`src/rtl/vending_pkg.sv`:
```
// Shared definitions for the vending machine customer side: service, coin and item
// codes, coin values, item prices and the customer FSM state encoding.
package vending_pkg;

  localparam logic [1:0] SVC_OFF  = 2'b00;
  localparam logic [1:0] SVC_ON   = 2'b01;
  localparam logic [1:0] SVC_BUSY = 2'b10;

  localparam logic [1:0] COIN_50 = 2'd0;
  localparam logic [1:0] COIN_10 = 2'd1;
  localparam logic [1:0] COIN_5  = 2'd2;
  localparam logic [1:0] COIN_1  = 2'd3;

  localparam logic [1:0] ITEM_NONE = 2'b00;
  localparam logic [1:0] ITEM_A    = 2'b01;
  localparam logic [1:0] ITEM_B    = 2'b10;
  localparam logic [1:0] ITEM_C    = 2'b11;

  localparam logic [5:0] COIN50_VAL = 6'd50;
  localparam logic [5:0] COIN10_VAL = 6'd10;
  localparam logic [5:0] COIN5_VAL  = 6'd5;
  localparam logic [5:0] COIN1_VAL  = 6'd1;

  localparam logic [7:0] COST_A = 8'd8;
  localparam logic [7:0] COST_B = 8'd15;
  localparam logic [7:0] COST_C = 8'd22;

  function automatic logic [7:0] item_cost(input logic [1:0] item);
    case (item)
      ITEM_A:  return COST_A;
      ITEM_B:  return COST_B;
      ITEM_C:  return COST_C;
      default: return 8'd0;
    endcase
  endfunction

  typedef enum logic [1:0] {
    ST_IDLE     = 2'd0,
    ST_ISSUE    = 2'd1,
    ST_WAIT_OFF = 2'd2,
    ST_REPORT   = 2'd3
  } state_e;

endpackage

```
`src/rtl/vending_coin_value.sv`:
```
// Weighted sum of four coin counts (50/10/5/1) into a 9-bit monetary value.
module vending_coin_value
  import vending_pkg::*;
(
  input  logic [2:0] c50_i,
  input  logic [2:0] c10_i,
  input  logic [2:0] c5_i,
  input  logic [2:0] c1_i,
  output logic [8:0] value_o
);

  assign value_o = 9'(c50_i) * 9'(COIN50_VAL)
                 + 9'(c10_i) * 9'(COIN10_VAL)
                 + 9'(c5_i)  * 9'(COIN5_VAL)
                 + 9'(c1_i)  * 9'(COIN1_VAL);

endmodule

```
`src/rtl/vending_customer.sv`:
```
// Purchase initiator: presents one request to the vending machine, waits for its
// delivery cycle, checks the returned change and reports one response upstream.
module vending_customer
  import vending_pkg::*;
#(
  parameter int unsigned TIMEOUT_CYCLES = 64
) (
  input  logic       clk,
  input  logic       reset,
  input  logic       req_valid,
  output logic       req_ready,
  input  logic [1:0] req_coin50,
  input  logic [1:0] req_coin10,
  input  logic [1:0] req_coin5,
  input  logic [1:0] req_coin1,
  input  logic [1:0] req_item,
  input  logic [1:0] vm_service,
  input  logic [1:0] vm_item,
  input  logic [2:0] vm_coin50,
  input  logic [2:0] vm_coin10,
  input  logic [2:0] vm_coin5,
  input  logic [2:0] vm_coin1,
  output logic [1:0] vm_coinIn50,
  output logic [1:0] vm_coinIn10,
  output logic [1:0] vm_coinIn5,
  output logic [1:0] vm_coinIn1,
  output logic [1:0] vm_itemIn,
  output logic       rsp_valid,
  input  logic       rsp_ready,
  output logic [1:0] rsp_item,
  output logic [7:0] rsp_paid,
  output logic [8:0] rsp_change,
  output logic       rsp_err,
  output logic       rsp_timeout,
  output state_e     dbg_state_o
);

  localparam int CNT_W = $clog2(TIMEOUT_CYCLES + 2);

  state_e           state_q, state_d;
  logic [1:0]       item_q, item_d;
  logic [7:0]       coins_q, coins_d;
  logic [8:0]       paid_q, paid_d;
  logic [1:0]       rsp_item_q, rsp_item_d;
  logic [8:0]       rsp_change_q, rsp_change_d;
  logic             rsp_err_q, rsp_err_d;
  logic             rsp_tmo_q, rsp_tmo_d;
  logic [CNT_W-1:0] cnt_q, cnt_d;

  logic [8:0] paid_val;
  logic [8:0] change_val;
  logic [9:0] exp_change;
  logic       change_bad;
  logic       timed_out;
  logic       in_report;

  vending_coin_value u_paid (
    .c50_i   ({1'b0, req_coin50}),
    .c10_i   ({1'b0, req_coin10}),
    .c5_i    ({1'b0, req_coin5}),
    .c1_i    ({1'b0, req_coin1}),
    .value_o (paid_val)
  );

  vending_coin_value u_change (
    .c50_i   (vm_coin50),
    .c10_i   (vm_coin10),
    .c5_i    (vm_coin5),
    .c1_i    (vm_coin1),
    .value_o (change_val)
  );

  // 10-bit difference so an underpaid vend shows up as a mismatch instead of wrapping.
  assign exp_change = (vm_item != ITEM_NONE) ? 10'(paid_q) - 10'(item_cost(vm_item))
                                             : 10'(paid_q);
  assign change_bad = (exp_change != {1'b0, change_val}) ||
                      ((vm_item != ITEM_NONE) && (vm_item != item_q));
  assign timed_out  = (cnt_q >= CNT_W'(TIMEOUT_CYCLES - 1));

  always_comb begin
    state_d      = state_q;
    item_d       = item_q;
    coins_d      = coins_q;
    paid_d       = paid_q;
    rsp_item_d   = rsp_item_q;
    rsp_change_d = rsp_change_q;
    rsp_err_d    = rsp_err_q;
    rsp_tmo_d    = rsp_tmo_q;
    cnt_d        = cnt_q;
    req_ready    = 1'b0;
    vm_itemIn    = 2'b00;
    vm_coinIn50  = 2'b00;
    vm_coinIn10  = 2'b00;
    vm_coinIn5   = 2'b00;
    vm_coinIn1   = 2'b00;
    case (state_q)
      ST_IDLE: begin
        req_ready = 1'b1;
        cnt_d     = '0;
        if (req_valid) begin
          item_d  = req_item;
          coins_d = {req_coin50, req_coin10, req_coin5, req_coin1};
          paid_d  = paid_val;
          if (req_item == ITEM_NONE) begin
            state_d      = ST_REPORT;
            rsp_item_d   = ITEM_NONE;
            rsp_change_d = paid_val;
            rsp_err_d    = 1'b0;
            rsp_tmo_d    = 1'b0;
          end else begin
            state_d = ST_ISSUE;
          end
        end
      end
      ST_ISSUE: begin
        vm_itemIn   = item_q;
        vm_coinIn50 = coins_q[7:6];
        vm_coinIn10 = coins_q[5:4];
        vm_coinIn5  = coins_q[3:2];
        vm_coinIn1  = coins_q[1:0];
        cnt_d       = cnt_q + CNT_W'(1);
        // An OFF here is the tail of an earlier delivery, so only ON makes progress.
        if (vm_service == SVC_ON) begin
          state_d = ST_WAIT_OFF;
        end else if (timed_out) begin
          state_d      = ST_REPORT;
          rsp_item_d   = ITEM_NONE;
          rsp_change_d = '0;
          rsp_err_d    = 1'b0;
          rsp_tmo_d    = 1'b1;
        end
      end
      ST_WAIT_OFF: begin
        cnt_d = cnt_q + CNT_W'(1);
        if (vm_service == SVC_OFF) begin
          state_d      = ST_REPORT;
          rsp_item_d   = vm_item;
          rsp_change_d = change_val;
          rsp_err_d    = change_bad;
          rsp_tmo_d    = 1'b0;
        end else if (timed_out) begin
          state_d      = ST_REPORT;
          rsp_item_d   = ITEM_NONE;
          rsp_change_d = '0;
          rsp_err_d    = 1'b0;
          rsp_tmo_d    = 1'b1;
        end
      end
      ST_REPORT: begin
        if (rsp_ready) state_d = ST_IDLE;
      end
      default: state_d = ST_IDLE;
    endcase
  end

  always_ff @(posedge clk) begin
    if (!reset) begin
      state_q      <= ST_IDLE;
      item_q       <= '0;
      coins_q      <= '0;
      paid_q       <= '0;
      rsp_item_q   <= '0;
      rsp_change_q <= '0;
      rsp_err_q    <= 1'b0;
      rsp_tmo_q    <= 1'b0;
      cnt_q        <= '0;
    end else begin
      state_q      <= state_d;
      item_q       <= item_d;
      coins_q      <= coins_d;
      paid_q       <= paid_d;
      rsp_item_q   <= rsp_item_d;
      rsp_change_q <= rsp_change_d;
      rsp_err_q    <= rsp_err_d;
      rsp_tmo_q    <= rsp_tmo_d;
      cnt_q        <= cnt_d;
    end
  end

  // Handshakes: a beat transfers on any edge where valid && ready; a raised valid and
  // its payload stay put until that edge. Response fields read zero outside REPORT.
  assign in_report   = (state_q == ST_REPORT);
  assign rsp_valid   = in_report;
  assign rsp_item    = in_report ? rsp_item_q   : '0;
  assign rsp_paid    = in_report ? paid_q[7:0]  : '0;
  assign rsp_change  = in_report ? rsp_change_q : '0;
  assign rsp_err     = in_report & rsp_err_q;
  assign rsp_timeout = in_report & rsp_tmo_q;
  assign dbg_state_o = state_q;

endmodule

```
`config.mk`:
```
export PLATFORM = sky130hd
export DESIGN_NAME = vending_customer
export DESIGN_NICKNAME = d
export VERILOG_FILES = /design/src/rtl/vending_pkg.sv /design/src/rtl/vending_coin_value.sv /design/src/rtl/vending_customer.sv
export SDC_FILE = /design/constraint.sdc
export NUM_CORES = 1
export LEC_CHECK = 0
export BUFFER_PORTS_ARGS = -buffer_cell sky130_fd_sc_hd__buf_2
export CORE_UTILIZATION = 44
export DETAILED_ROUTE_END_ITERATION = 10
export PLACE_DENSITY = 0.65
export RECOVER_POWER = 100
export REMOVE_ABC_BUFFERS = 1
export SLEW_MARGIN = 30
export SYNTH_ARGS = -nofsm -noshare
export SYNTH_HDL_FRONTEND = slang
export SYNTH_SLANG_ARGS = --single-unit
```
`constraint.sdc`:
```
create_clock -name clk -period 4.49 [get_ports clk]
set_input_delay 0.6735 -clock clk [delete_from_list [all_inputs] [get_ports clk]]
set_output_delay 0.6735 -clock clk [all_outputs]
set_load 0.02 [all_outputs]
```
==> results list <==
- Worst Skew: 0.002673 ns
* Sinks on the clock net: 41
- The H-tree generated during clock tree synthesis spans 2 levels.
- For this block, the via count after detailed routing is 3,199.
* Number of max-slew violations in the final report: 0
* Placed Instance Area: 0.004051 sq mm
* 1st-iter DRT viols: 139
- Pin count of the biggest net entering global routing: 24
* Worst-path fanout max: 2
- The initial utilization of the core area, before any placement, comes to 46.41%.
- Post-DP HPWL: 6709 um
* Clock slew seen by the registers of the worst setup and hold paths: 0.08 ns
* Final setup violating endpoints: 0
- Floorplan Core Area: 0.007888 sq mm
- Initial antenna violation count: 0
- In this run the number of cells on the critical path is 14.
- The signal on the critical path passes through buf_2, ha_1, ha_1, fa_1, inv_1, fa_1, fa_1, nand2b_1, o2bb2ai_1, xnor2_1, xnor2_1, xnor2_1, nor4_1, a311oi_1.
- Final hold violation count: 0
- Leak: 1.851 nW
- Buffers and inverters on the worst path: 2
* Synth Flop Type: sky130_fd_sc_hd__dfxtp_1
- EDFF count, synth: 0
* Slowest-stage cell, CP: sky130_fd_sc_hd__fa_1
* Worst path arrival time: 4.04 ns
- Fraction of synthesis flops using an asynchronous set or reset pin: 0%
- Number of gates resized after CTS: 0
* Most instantiated library cell after synthesis: sky130_fd_sc_hd__ha_1
* Cell area after technology mapping: 0.003661 sq mm
- Dividing the detail-routed via count by the number of cells gives 5.279.
- Total inserted antenna cells: 0
- Before antenna repair, the detailed router went through 4 iterations.
- Number of top-level pins: 65
- Height of the die: 93.22 um
- Kind of start point of the critical path: input port
* Synthesized area per cell: 8.190 sq um
* Type of the worst setup path: input port to flop
- DRC errors left: 0
* Sequential cell area fraction in the yosys report: 22.42%
- Across the VDD grid, the largest voltage drop is 208.5 uV.
* Die X: 93.22 um
- Synth Register Bits: 41
* Area Growth Syn to Fin: 10.97%
* Overall track demand over capacity in global routing: 21.07%
* Tightest Pin Transition: 1.295 ns
- Run status: completed
- In the final design database the tool counted 597 nets.
* Cells taking the most area after synthesis: sky130_fd_sc_hd__dfxtp_1, sky130_fd_sc_hd__ha_1, sky130_fd_sc_hd__fa_1
* MaxCap Viol Count: 0
- Maximum buffer depth of the clock tree: 2
- Met3 routing resource usage after global routing: 3.821%
- Via count of the first global-routing pass: 3,158
- Power density normalized to cell area: 457.5 mW/mm^2
* Quantity of I/O buffers inserted on ports: 64
- met2 is the most crowded layer.
- CP peak stage delay: 0.52 ns
* Number of cells on the worst reg-to-reg path: 8
* Endpoint type of the worst setup path: flop
- Cell family with the largest share of critical-path delay: adder cells
- Period utilization: 86.74%
- Wirelength per Cell: 14.00 um
- CTS root buffer: sky130_fd_sc_hd__clkbuf_8
- At the worst endpoint, the required time is 4.63 ns.
- Global-route wire length before repair: 14,570 um
* Hold buffers post-CTS: 0
- Clock tree from TritonCTS: yes
- Minimum clock period after layout: 3.895 ns
- Met2 demand-to-capacity share in global routing: 36.64%
- Headroom to the max-slew limit came out at 12.90%.
- Routed WL: 8485 um
- Most used standard cells in the synthesized netlist: sky130_fd_sc_hd__ha_1, sky130_fd_sc_hd__inv_1, sky130_fd_sc_hd__nand2_1
* Row Count: 32
- Area share of the largest cell type after synthesis: 22.42%
* Layout cell share with drive strength beyond 1: 9.722%
- Number of nets still failing antenna checks after routing: 0
* Synth area leader: sky130_fd_sc_hd__dfxtp_1
- RSZ-0062 raised after global routing: false
* Distinct cells, synth: 55
* Final global-route overflow total: 0
- Along the worst hold path, the cell count comes to 2.
- After technology mapping, the gate count stands at 447.
- In the global route stage, met1 resource usage came out at 27.06%.
- Adding up every negative setup slack in the final design gives 0 ns.
- Final core utilization: 51.51%
- In this run the worst hold path is classified as flop to flop.
- Buffers inserted during post-CTS setup optimization: 0
- Total clock buffers created by CTS: 5
- Latest clock arrival within the worst-skew pair: 0.29 ns
* Die Outline Area: 0.008689 sq mm
- Number of warnings printed during yosys synthesis: 0
* Post-layout instance area: 0.004063 sq mm
* Global placement routability congestion: 0.8334
- Highest clock frequency the design can meet: 256.8 MHz
## report_power, final
group	switching, W	internal (W)
sequential	0.0000694	0.000437
combinational	0.000686	0.000443
clock	0.000120	0.000102
## routing by layer
metal / part of all wire (%) / vias to the layer above / routed length [um]
li1: - / 1635 / -
met1: 47 / 1475 / 3991
met2: 48 / 85 / 4059
met3: 4.6 / 4 / 388
met4: 0.53 / 0 / 45
met5: 0 / - / 0
## placed cells by master, fill, tap and decap left out, types with 3 or more instances in the layout
cell and count:
sky130_fd_sc_hd__xnor2_1 19, sky130_fd_sc_hd__dfxtp_1 41, sky130_fd_sc_hd__nand3_1 11, sky130_fd_sc_hd__nor2b_1 7, sky130_fd_sc_hd__and2_1 16, sky130_fd_sc_hd__ha_1 50
sky130_fd_sc_hd__clkbuf_8 5, sky130_fd_sc_hd__nor4_1 5, sky130_fd_sc_hd__nor2_1 32, sky130_fd_sc_hd__a221oi_1 4, sky130_fd_sc_hd__fa_1 12, sky130_fd_sc_hd__o21ai_0 15
sky130_fd_sc_hd__and2_0 17, sky130_fd_sc_hd__a21oi_1 29, sky130_fd_sc_hd__buf_2 41, sky130_fd_sc_hd__a21boi_0 9, sky130_fd_sc_hd__a211oi_1 3, sky130_fd_sc_hd__xor2_1 14
sky130_fd_sc_hd__o21bai_1 4, sky130_fd_sc_hd__nor3_1 12, sky130_fd_sc_hd__o21a_1 5, sky130_fd_sc_hd__a21o_1 4, sky130_fd_sc_hd__nand4_1 3, sky130_fd_sc_hd__nand2_1 43
sky130_fd_sc_hd__inv_1 45, sky130_fd_sc_hd__clkbuf_1 23, sky130_fd_sc_hd__nand2b_1 4
## flip-flops by register name (all words and copies together) (netlist names)
name and cells:
rsp_tmo_q 1, cnt_q 7, coins_q 8, rsp_change_q 9, item_q 2, rsp_item_q 2, paid_q 9, rsp_err_q 1
dbg_state_o 2
## worst paths after layout
path	startpoint	to	slack, ns
max	vm_coin10[2]	rsp_err_q	0.60
max reg2reg	dbg_state_o[0]	rsp_err_q	0.91
min reg2reg	coins_q[3]	coins_q[3]	0.46
min	coins_q[3]	coins_q[3]	0.46
## cell type report
class / count / area (sq um)
clock buffer: 5 / 68.82
clock inverter: 1 / 5.005
fill: 800 / 3825
inverter: 45 / 168.9
multi-input combinational: 348 / 2580
sequential: 41 / 820.8
tap: 102 / 127.6
timing repair buffer: 64 / 291.5
## cells by family after synthesis
logic type	after synthesis	share of synthesized area, %
xor gates and xnor gates	34	8.544
AOI/OAI and AO/OA	90	16.30
and+or+nand+nor	160	22.35
buffers and inverters	58	6.186
muxes	2	0.5468
DFF	41	22.42
adders and majority gates	62	23.65
## worst min-delay path, cell delays in order, from the launching register on
cell                       delay [ns]
sky130_fd_sc_hd__dfxtp_1         0.31
sky130_fd_sc_hd__nand2_1         0.04
sky130_fd_sc_hd__a21boi_0        0.07
## per-stage QoR
step	hold slack, ns	setup slack, ns	power (W)	std cells
2_1_floorplan	0.4317	0.5951	0.001393	434
3_3_place_gp	0.4399	0.3557	0.001661	600
3_5_place_dp	0.4469	0.2669	0.001680	600
4_1_cts	0.4619	0.5721	0.001913	606
5_1_grt	0.4841	0.3619	0.002039	606
6_report	0.4629	0.5954	0.001859	606
(Power assumes the default switching activity.)
